===== src/rtl/synth_pkg.sv =====
// Shared definitions for the synthesiser sample path: waveform codes, DAC format,
// LFSR constants and the waveform shaping helpers.
package synth_pkg;

    typedef enum logic [1:0] {
        WAVE_SAW   = 2'd0,
        WAVE_SQR   = 2'd1,
        WAVE_TRI   = 2'd2,
        WAVE_NOISE = 2'd3
    } wave_e;

    localparam int unsigned     DAC_W        = 10;
    localparam logic [DAC_W-1:0] DAC_MIDSCALE = 10'd512;

    localparam logic [15:0] LFSR_SEED = 16'hACE1;
    localparam logic [15:0] LFSR_MASK = 16'hB400;

    // Galois form: shift right, fold the mask back in when a 1 falls out.
    function automatic logic [15:0] lfsr_step(input logic [15:0] s);
        logic [15:0] n;
        n = s >> 1;
        if (s[0]) begin
            n = n ^ LFSR_MASK;
        end
        return n;
    endfunction

    function automatic logic [DAC_W-1:0] shape(input wave_e            sel,
                                               input logic [DAC_W-1:0] p,
                                               input logic [15:0]      lfsr);
        logic [DAC_W-1:0] ramp;
        logic [DAC_W-1:0] res;
        ramp = {p[DAC_W-2:0], 1'b0};
        unique case (sel)
            WAVE_SAW:   res = p;
            WAVE_SQR:   res = {DAC_W{p[DAC_W-1]}};
            WAVE_TRI:   res = p[DAC_W-1] ? ~ramp : ramp;
            WAVE_NOISE: res = lfsr[DAC_W-1:0];
            default:    res = p;
        endcase
        return res;
    endfunction

endpackage


===== src/rtl/sample_rate_divider.sv =====
// Divides clk down to the sample rate: a one-cycle tick at the end of each period and
// a registered square wave high for counts 1..SAMPLE_DIV/2.
module sample_rate_divider #(
    parameter int unsigned SAMPLE_DIV = 1000
) (
    input  logic clk,
    input  logic reset,
    output logic tick,
    output logic sample_clk
);

    localparam int unsigned CntW = $clog2(SAMPLE_DIV);
    localparam logic [CntW-1:0] CntMax  = CntW'(SAMPLE_DIV - 1);
    localparam logic [CntW-1:0] CntHalf = CntW'(SAMPLE_DIV / 2);

    logic [CntW-1:0] div_cnt_q, div_cnt_d;
    logic            sample_clk_q, sample_clk_d;

    always_comb begin
        tick         = (div_cnt_q == CntMax);
        div_cnt_d    = tick ? '0 : div_cnt_q + CntW'(1);
        // Decoded from the next count so the registered output lines up with div_cnt_q.
        sample_clk_d = (div_cnt_d != '0) && (div_cnt_d <= CntHalf);
    end

    always_ff @(posedge clk or posedge reset) begin
        if (reset) begin
            div_cnt_q    <= '0;
            sample_clk_q <= 1'b0;
        end else begin
            div_cnt_q    <= div_cnt_d;
            sample_clk_q <= sample_clk_d;
        end
    end

    assign sample_clk = sample_clk_q;

endmodule


===== src/rtl/wave_sample_source.sv =====
// Phase-accumulator oscillator feeding the SPI DAC driver: one new sample per tick,
// held stable for the whole sample period.
module wave_sample_source
    import synth_pkg::*;
#(
    parameter int unsigned SAMPLE_DIV = 1000,
    parameter int unsigned PHASE_W    = 24,
    parameter int unsigned DATA_W     = 10
) (
    input  logic               clk,
    input  logic               reset,
    input  logic               enable,
    input  logic [PHASE_W-1:0] freq_word,
    input  logic [1:0]         wave_sel,
    output logic               sample_clk,
    output logic               sample_strobe,
    output logic [DATA_W-1:0]  data_out
);

    logic tick;

    logic [PHASE_W-1:0] phase_q, phase_d;
    logic [15:0]        lfsr_q, lfsr_d;
    logic [DATA_W-1:0]  data_q, data_d;
    logic               strobe_q, strobe_d;

    sample_rate_divider #(
        .SAMPLE_DIV(SAMPLE_DIV)
    ) u_div (
        .clk       (clk),
        .reset     (reset),
        .tick      (tick),
        .sample_clk(sample_clk)
    );

    always_comb begin
        phase_d  = phase_q;
        lfsr_d   = lfsr_q;
        data_d   = data_q;
        strobe_d = tick;
        if (tick) begin
            if (enable) begin
                phase_d = phase_q + freq_word;
            end
            lfsr_d = lfsr_step(lfsr_q);
            // Shape from the updated phase/LFSR so the new sample reflects this tick.
            data_d = enable ? shape(wave_e'(wave_sel), phase_d[PHASE_W-1 -: DAC_W], lfsr_d)
                            : DAC_MIDSCALE;
        end
    end

    always_ff @(posedge clk or posedge reset) begin
        if (reset) begin
            phase_q  <= '0;
            lfsr_q   <= LFSR_SEED;
            data_q   <= DAC_MIDSCALE;
            strobe_q <= 1'b0;
        end else begin
            phase_q  <= phase_d;
            lfsr_q   <= lfsr_d;
            data_q   <= data_d;
            strobe_q <= strobe_d;
        end
    end

    assign data_out      = data_q;
    assign sample_strobe = strobe_q;

endmodule


===== config.mk =====
export PLATFORM = sky130hd
export DESIGN_NAME = wave_sample_source
export DESIGN_NICKNAME = d
export VERILOG_FILES = /design/src/rtl/synth_pkg.sv /design/src/rtl/sample_rate_divider.sv /design/src/rtl/wave_sample_source.sv
export SDC_FILE = /design/constraint.sdc
export NUM_CORES = 1
export LEC_CHECK = 0
export ABC_AREA = 0
export BUFFER_PORTS_ARGS = -buffer_cell sky130_fd_sc_hd__buf_2
export CORE_ASPECT_RATIO = 1.4
export CORE_MARGIN = 5
export CORE_UTILIZATION = 40
export CTS_CLUSTER_DIAMETER = 80
export DETAILED_ROUTE_END_ITERATION = 16
export PLACE_DENSITY = 0.6
export SKIP_LAST_GASP = 1
export SLEW_MARGIN = 20
export SYNTH_ARGS = -nofsm -noshare
export SYNTH_HDL_FRONTEND = slang
export SYNTH_HIERARCHICAL = 1
export SYNTH_SLANG_ARGS = --single-unit

===== constraint.sdc =====
create_clock -name clk -period 5.7 [get_ports clk]
set_input_delay 0.285 -clock clk [delete_from_list [all_inputs] [get_ports clk]]
set_output_delay 0.285 -clock clk [all_outputs]
set_load 0.01 [all_outputs]

Word-level counts from Yosys, hierarchy flattened
Index checks and enable logic that the tools add are counted.
- bitwise logic cells: 2
- order comparisons: 1
- reduce and logical (&&, ||, !) cells: 4
- muxes and demuxes: 7
- $add $sub $neg: 2
- equality and inequality tests: 5
- operators with widths (kind ; count):
    $mux 24 ; 2
    $pmux 10 s4 ; 1
    $mux 10 ; 3
    $add 24x24->24 ; 1
    $mux 16 ; 1
    $add 10x1->10 const B ; 1
    $eq 10x10->1 const B ; 1
    $le 10x9->1 const B ; 1
    $not 10->10 ; 1
    $reduce_bool 10->1 ; 1
    $eq 2x2->1 const B ; 2
    $not 3->4 ; 1
    $eq 2x1->1 const B ; 1
    $logic_not 2->1 ; 1
    $ne 2x2->1 const B ; 1
    $reduce_and 2->1 ; 1
    $logic_and 1x1->1 ; 1
- word-level logic and storage cells: 28
- output and inout bits: 12
- input bits: 29
- flip-flop bits (word level): 62

Depth between registers and ports, before layout
- depth in word-level cells: 7
- mapped depth: 11
- mapped depth without buffers: 10

By module
Netlist, hierarchy kept.
- by module, submodules not included (module ; cells an instance ; area an instance (µm²) ; instances ; seq. area each (µm²)):
    wave_sample_source ; 461 ; 4050.1 ; 1 ; 1287.5
    sample_rate_divider ; 70 ; 681.9 ; 1 ; 275.3

Worst setup path before layout
Ideal clock, no wire load.
- kind: flip-flop to flip-flop
- start point: register phase_q[0]
- end point: register data_q[3] (netlist: data_out[3])
- library setup time: 0.130 ns
- required time: 5.570 ns
- arrival time: 2.700 ns
- cell stages (with the launch flop): 11
- buffers on the path: 0
- period minus slack after synthesis: 2.830 ns
- path slack: 2.870 ns
- path through: dfrtp_1 ha_1 fa_1 a21o_1 a31o_1 a41oi_1 a21oi_1 nor4_1 nor4_1 a2111oi_1 o2bb2ai_1
- cells in the longest elaborated chain, start to end: 7
- ends and longest elaborated chain (element ; line ; RTL):
    start, declared ; wave_sample_source.sv:22 ; logic [PHASE_W-1:0] phase_q, phase_d;
    start signal, assigned ; wave_sample_source.sv:59 ; phase_q <= phase_d;
    $add 24x24->24 * ; wave_sample_source.sv:43 ; phase_d = phase_q + freq_word;
    $mux 24 * ; wave_sample_source.sv:42 ; if (enable) begin
    $mux 24 * ; wave_sample_source.sv:41 ; if (tick) begin
    $not 10->10 ; synth_pkg.sv:37 ; WAVE_TRI: res = p[DAC_W-1] ? ~ramp : ramp;
    $mux 10 ; synth_pkg.sv:37 ;
    $pmux 10 s4 * ; synth_pkg.sv:34 ; unique case (sel)
    $mux 10 * ; wave_sample_source.sv:47 ; data_d = enable ? shape(wave_e'(wave_sel), phase_d[PHASE_W-1 -: DAC_W], lfsr_d)
    end signal, assigned ; wave_sample_source.sv:61 ; data_q <= data_d;
    end, declared ; wave_sample_source.sv:24 ; logic [DATA_W-1:0] data_q, data_d;
Mark *: on every way between the ends. The rest lies on a longest branch, timed or not. The select of a mux whose other input is x is not followed.
A chain may end at the register's enable or synchronous reset.

Final worst setup path
- start point: register phase_q[4]
- end point: register data_q[3] (netlist: data_out[3])
The elaborated chain is that of the path after synthesis.

==> out/metrics.yaml <==
pwr:
  p_leak_nw: 2.36
  finalPower_mw: 1.11
  power.density_mw_per_mm2: 210
  ir_drop_v: 0.000126
placement:
  dp_hpwl_mm: 8.70
  finalWeightedCongestion: 0.872
  place.port_buffers: 40
synthesis:
  syn_area_per_cell_sq_um: 8.91
  syn_inst: 531
  ys.flop_type: "dfrtp_1"
  synth_nets: 586
  ys_top_cells_by_count: "74 x nand2_1, 53 x dfrtp_1, 33 x nor2_1"
  synth_top_cell_area_share_pct: 28.0
  synth-seq-cells: 62
  synth_area_leaders: "dfrtp_1 28%, ha_1 6.6%, nand2_1 5.9%"
  yosys_warnings: 6
  synth_edf_count: 0
  yosysMostFrequentCell: "nand2_1"
  async_flop_share_pct: 100
  synth_cell_types: 82
  syn_area_sq_mm: 0.00473
  yosysSeqAreaShare_pct: 33.0
  synth_top_cell_by_area: "dfrtp_1"
sta:
  skew_ns: 0.0101
  worst-slew-pin-transition_ns: 0.823
  hold_violations: 0
  setup_viol: 0
  rsz0062_at_grt: "no"
  fmax_ghz: 0.289
  slew_headroom_pct: 44.9
  final-max-slew-violation-count: 0
  period_minus_slack_ns: 3.47
  tns_ns: 0
  fin_crit_sh_pct: 60.8
critical_path:
  crit_start: "phase_q[4]"
  path_max_fanout: 11
  r2r_setup_slack_ns: 2.23
  critPathLaunchType: "register"
  timing.rr.end: "data_out[3]"
  end_kind: "register"
  path_class: "register to register"
  r2r_cells: 9
  arrival_ns: 3.67
  r2r_start: "phase_q[4]"
  required_ns: 5.91
floorplanning:
  dieArea_sq_mm: 0.0141
  io-pin-count: 41
  fp.coreArea_sq_mm: 0.0117
  initial_core_util_pct: 40.4
  chipHeight_um: 139
  die_w_um: 102
  core.rowCount: 47
grt:
  grt_max_degree: 52
  first_global_vias: 4091
  antenna_found_initial: 0
  grt_pass1_wl_mm: 19.8
  grt_use_total_pct: 17.2
  grt-ovfl-total: 0
final_layout:
  antenna_cells: 0
  nets: 612
  drive_gt1_share_pct: 18.7
  area.growth.synth_to_final_pct: 11.7
  post-route-util_pct: 45.2
cts:
  ctsHtreeMaxLevel: 3
  clk_pin_slew_ns: 0.05
  cts_buffer_depth: 2
  cts-root-buf: "clkbuf_16"
  cts.repair.resized: 0
  cts_tree: "yes"
  clkLatencyLatePin_ns: 0.34
  cts_sinks: 62
  numCtsBuffers: 9
run_status:
  status: "finished, final reports clean"
detailed_routing:
  vias: 4142
  firstDrtPassIters: 5
  wl_mm: 11.8
  routed.top_layer: "met4"
  wl_met3_um: 627
  drc_errors: 0
  wl_met1_mm: 5.13
  ant_nets: 0
  drt-vias-per-instance: 5.84
  wl_per_cell_um: 16.7
  wl_met2_mm: 5.79
  detail_route.iter0.violations: 195
min_path:
  hold_class: "input port to register"
  whs_path_depth: 4
  hp-start: "freq_word[0]"
  holdPathEnd: "phase_q[0]"
flow_run:
  drv_cap: 0
critical path: stages (launching register included):
cell and delay (ns):
dfrtp_1 0.38, ha_1 0.36, a21oi_1 0.29, o211ai_2 0.19, a2111oi_4 0.74, or2_1 0.36, o2111ai_4 0.25, o211a_1 0.28
a2111oi_1 0.38, o2bb2ai_1 0.10
logic make-up after synthesis:
logic type,share of synthesized area [%]
simple gates,20.0
fa+ha+maj,7.03
compound gates,25.6
mux,4.42
flops,33.0
xor+xnor,5.55
buf+inv,4.34
cell type report:
class	count	area, sq um
inverters	16	60.1
fillers	1176	6420
clock buffers	13	270
flip-flops and latches	62	1560
well taps	147	184
multi-input cells	425	2960
repair buffers	43	225
clock inverters	3	17.5
sequential cells by signal, indices dropped and copies added (netlist names):
register,flops
phase_q,24
u_div/sample_clk,1
lfsr_q,16
data_out,10
u_div/div_cnt_q,10
sample_strobe,1
power breakdown:
group / leakage, nW / switching, mW / internal [mW]
logic: 1.42 / 0.0865 / 0.0504
registers: 0.792 / 0.00298 / 0.443
clock network: 0.142 / 0.201 / 0.328
placed cells by master (no fill, tap or decap), types with 4 or more instances in the layout:
cell | Yosys | layout
a211o_1 | 5 | 5
a211oi_1 | 7 | 7
a21o_1 | 12 | 12
a21oi_1 | 29 | 29
a31oi_1 | 7 | 7
and3_1 | 5 | 5
buf_2 | 5 | 40
clkbuf_16 | 0 | 9
dfrtp_1 | 53 | 53
dfstp_2 | 9 | 9
ha_1 | 25 | 25
inv_1 | 16 | 15
mux2_2 | 15 | 15
mux2i_1 | 4 | 4
nand2_1 | 74 | 74
nand3_1 | 14 | 14
nand3b_1 | 5 | 5
nand4_1 | 7 | 7
nor2_1 | 33 | 33
nor2b_1 | 4 | 4
nor3_1 | 10 | 10
nor4_1 | 8 | 8
o2111ai_1 | 5 | 5
o211ai_1 | 4 | 4
o21a_1 | 6 | 6
o21ai_0 | 29 | 29
o21ai_1 | 4 | 4
or3_1 | 5 | 5
xnor2_1 | 19 | 19
xor2_1 | 11 | 11
repair_timing:
action                                  in CTS  in global routing
buffers inserted                             0                  0
hold endpoints to repair                    11                  0
hold buffers                                 1                  0
endpoints found under the setup margin       0                  0
routing by layer:
layer / track usage, % / vias up
li1: - / 2021
met1: 21.7 / 1973
met2: 27.8 / 126
met3: 3.47 / 22
met4: 7.95 / 0
met5: 0 / -
stage by stage:
| stage | std cells | hold WS, ns | worst slack (ns) | instance area (sq um) |
|---|---|---|---|---|
| after floorplan | 531 | 0.137 | 2.87 | 4730 |
| after global placement | 692 | 0.321 | 2.35 | 4990 |
| after detailed placement | 692 | 0.318 | 2.21 | 4990 |
| after CTS | 709 | 0.280 | 2.24 | 5280 |
| after global routing | 709 | 0.309 | 1.91 | 5280 |
| final | 709 | 0.277 | 2.23 | 5280 |
worst max-delay path by stage:
stage | to | slack [ns] | cells after the start
3_3_place_gp | data_out[6] | 2.35 | 10
4_1_cts | data_out[3] | 2.24 | 9
6_report | data_out[3] | 2.23 | 9
3_5_place_dp | data_out[3] | 2.21 | 10
5_1_grt | data_out[3] | 1.91 | 9
2_1_floorplan | data_out[3] | 2.87 | 10
Note: power is estimated with default switching activity, not from simulation.
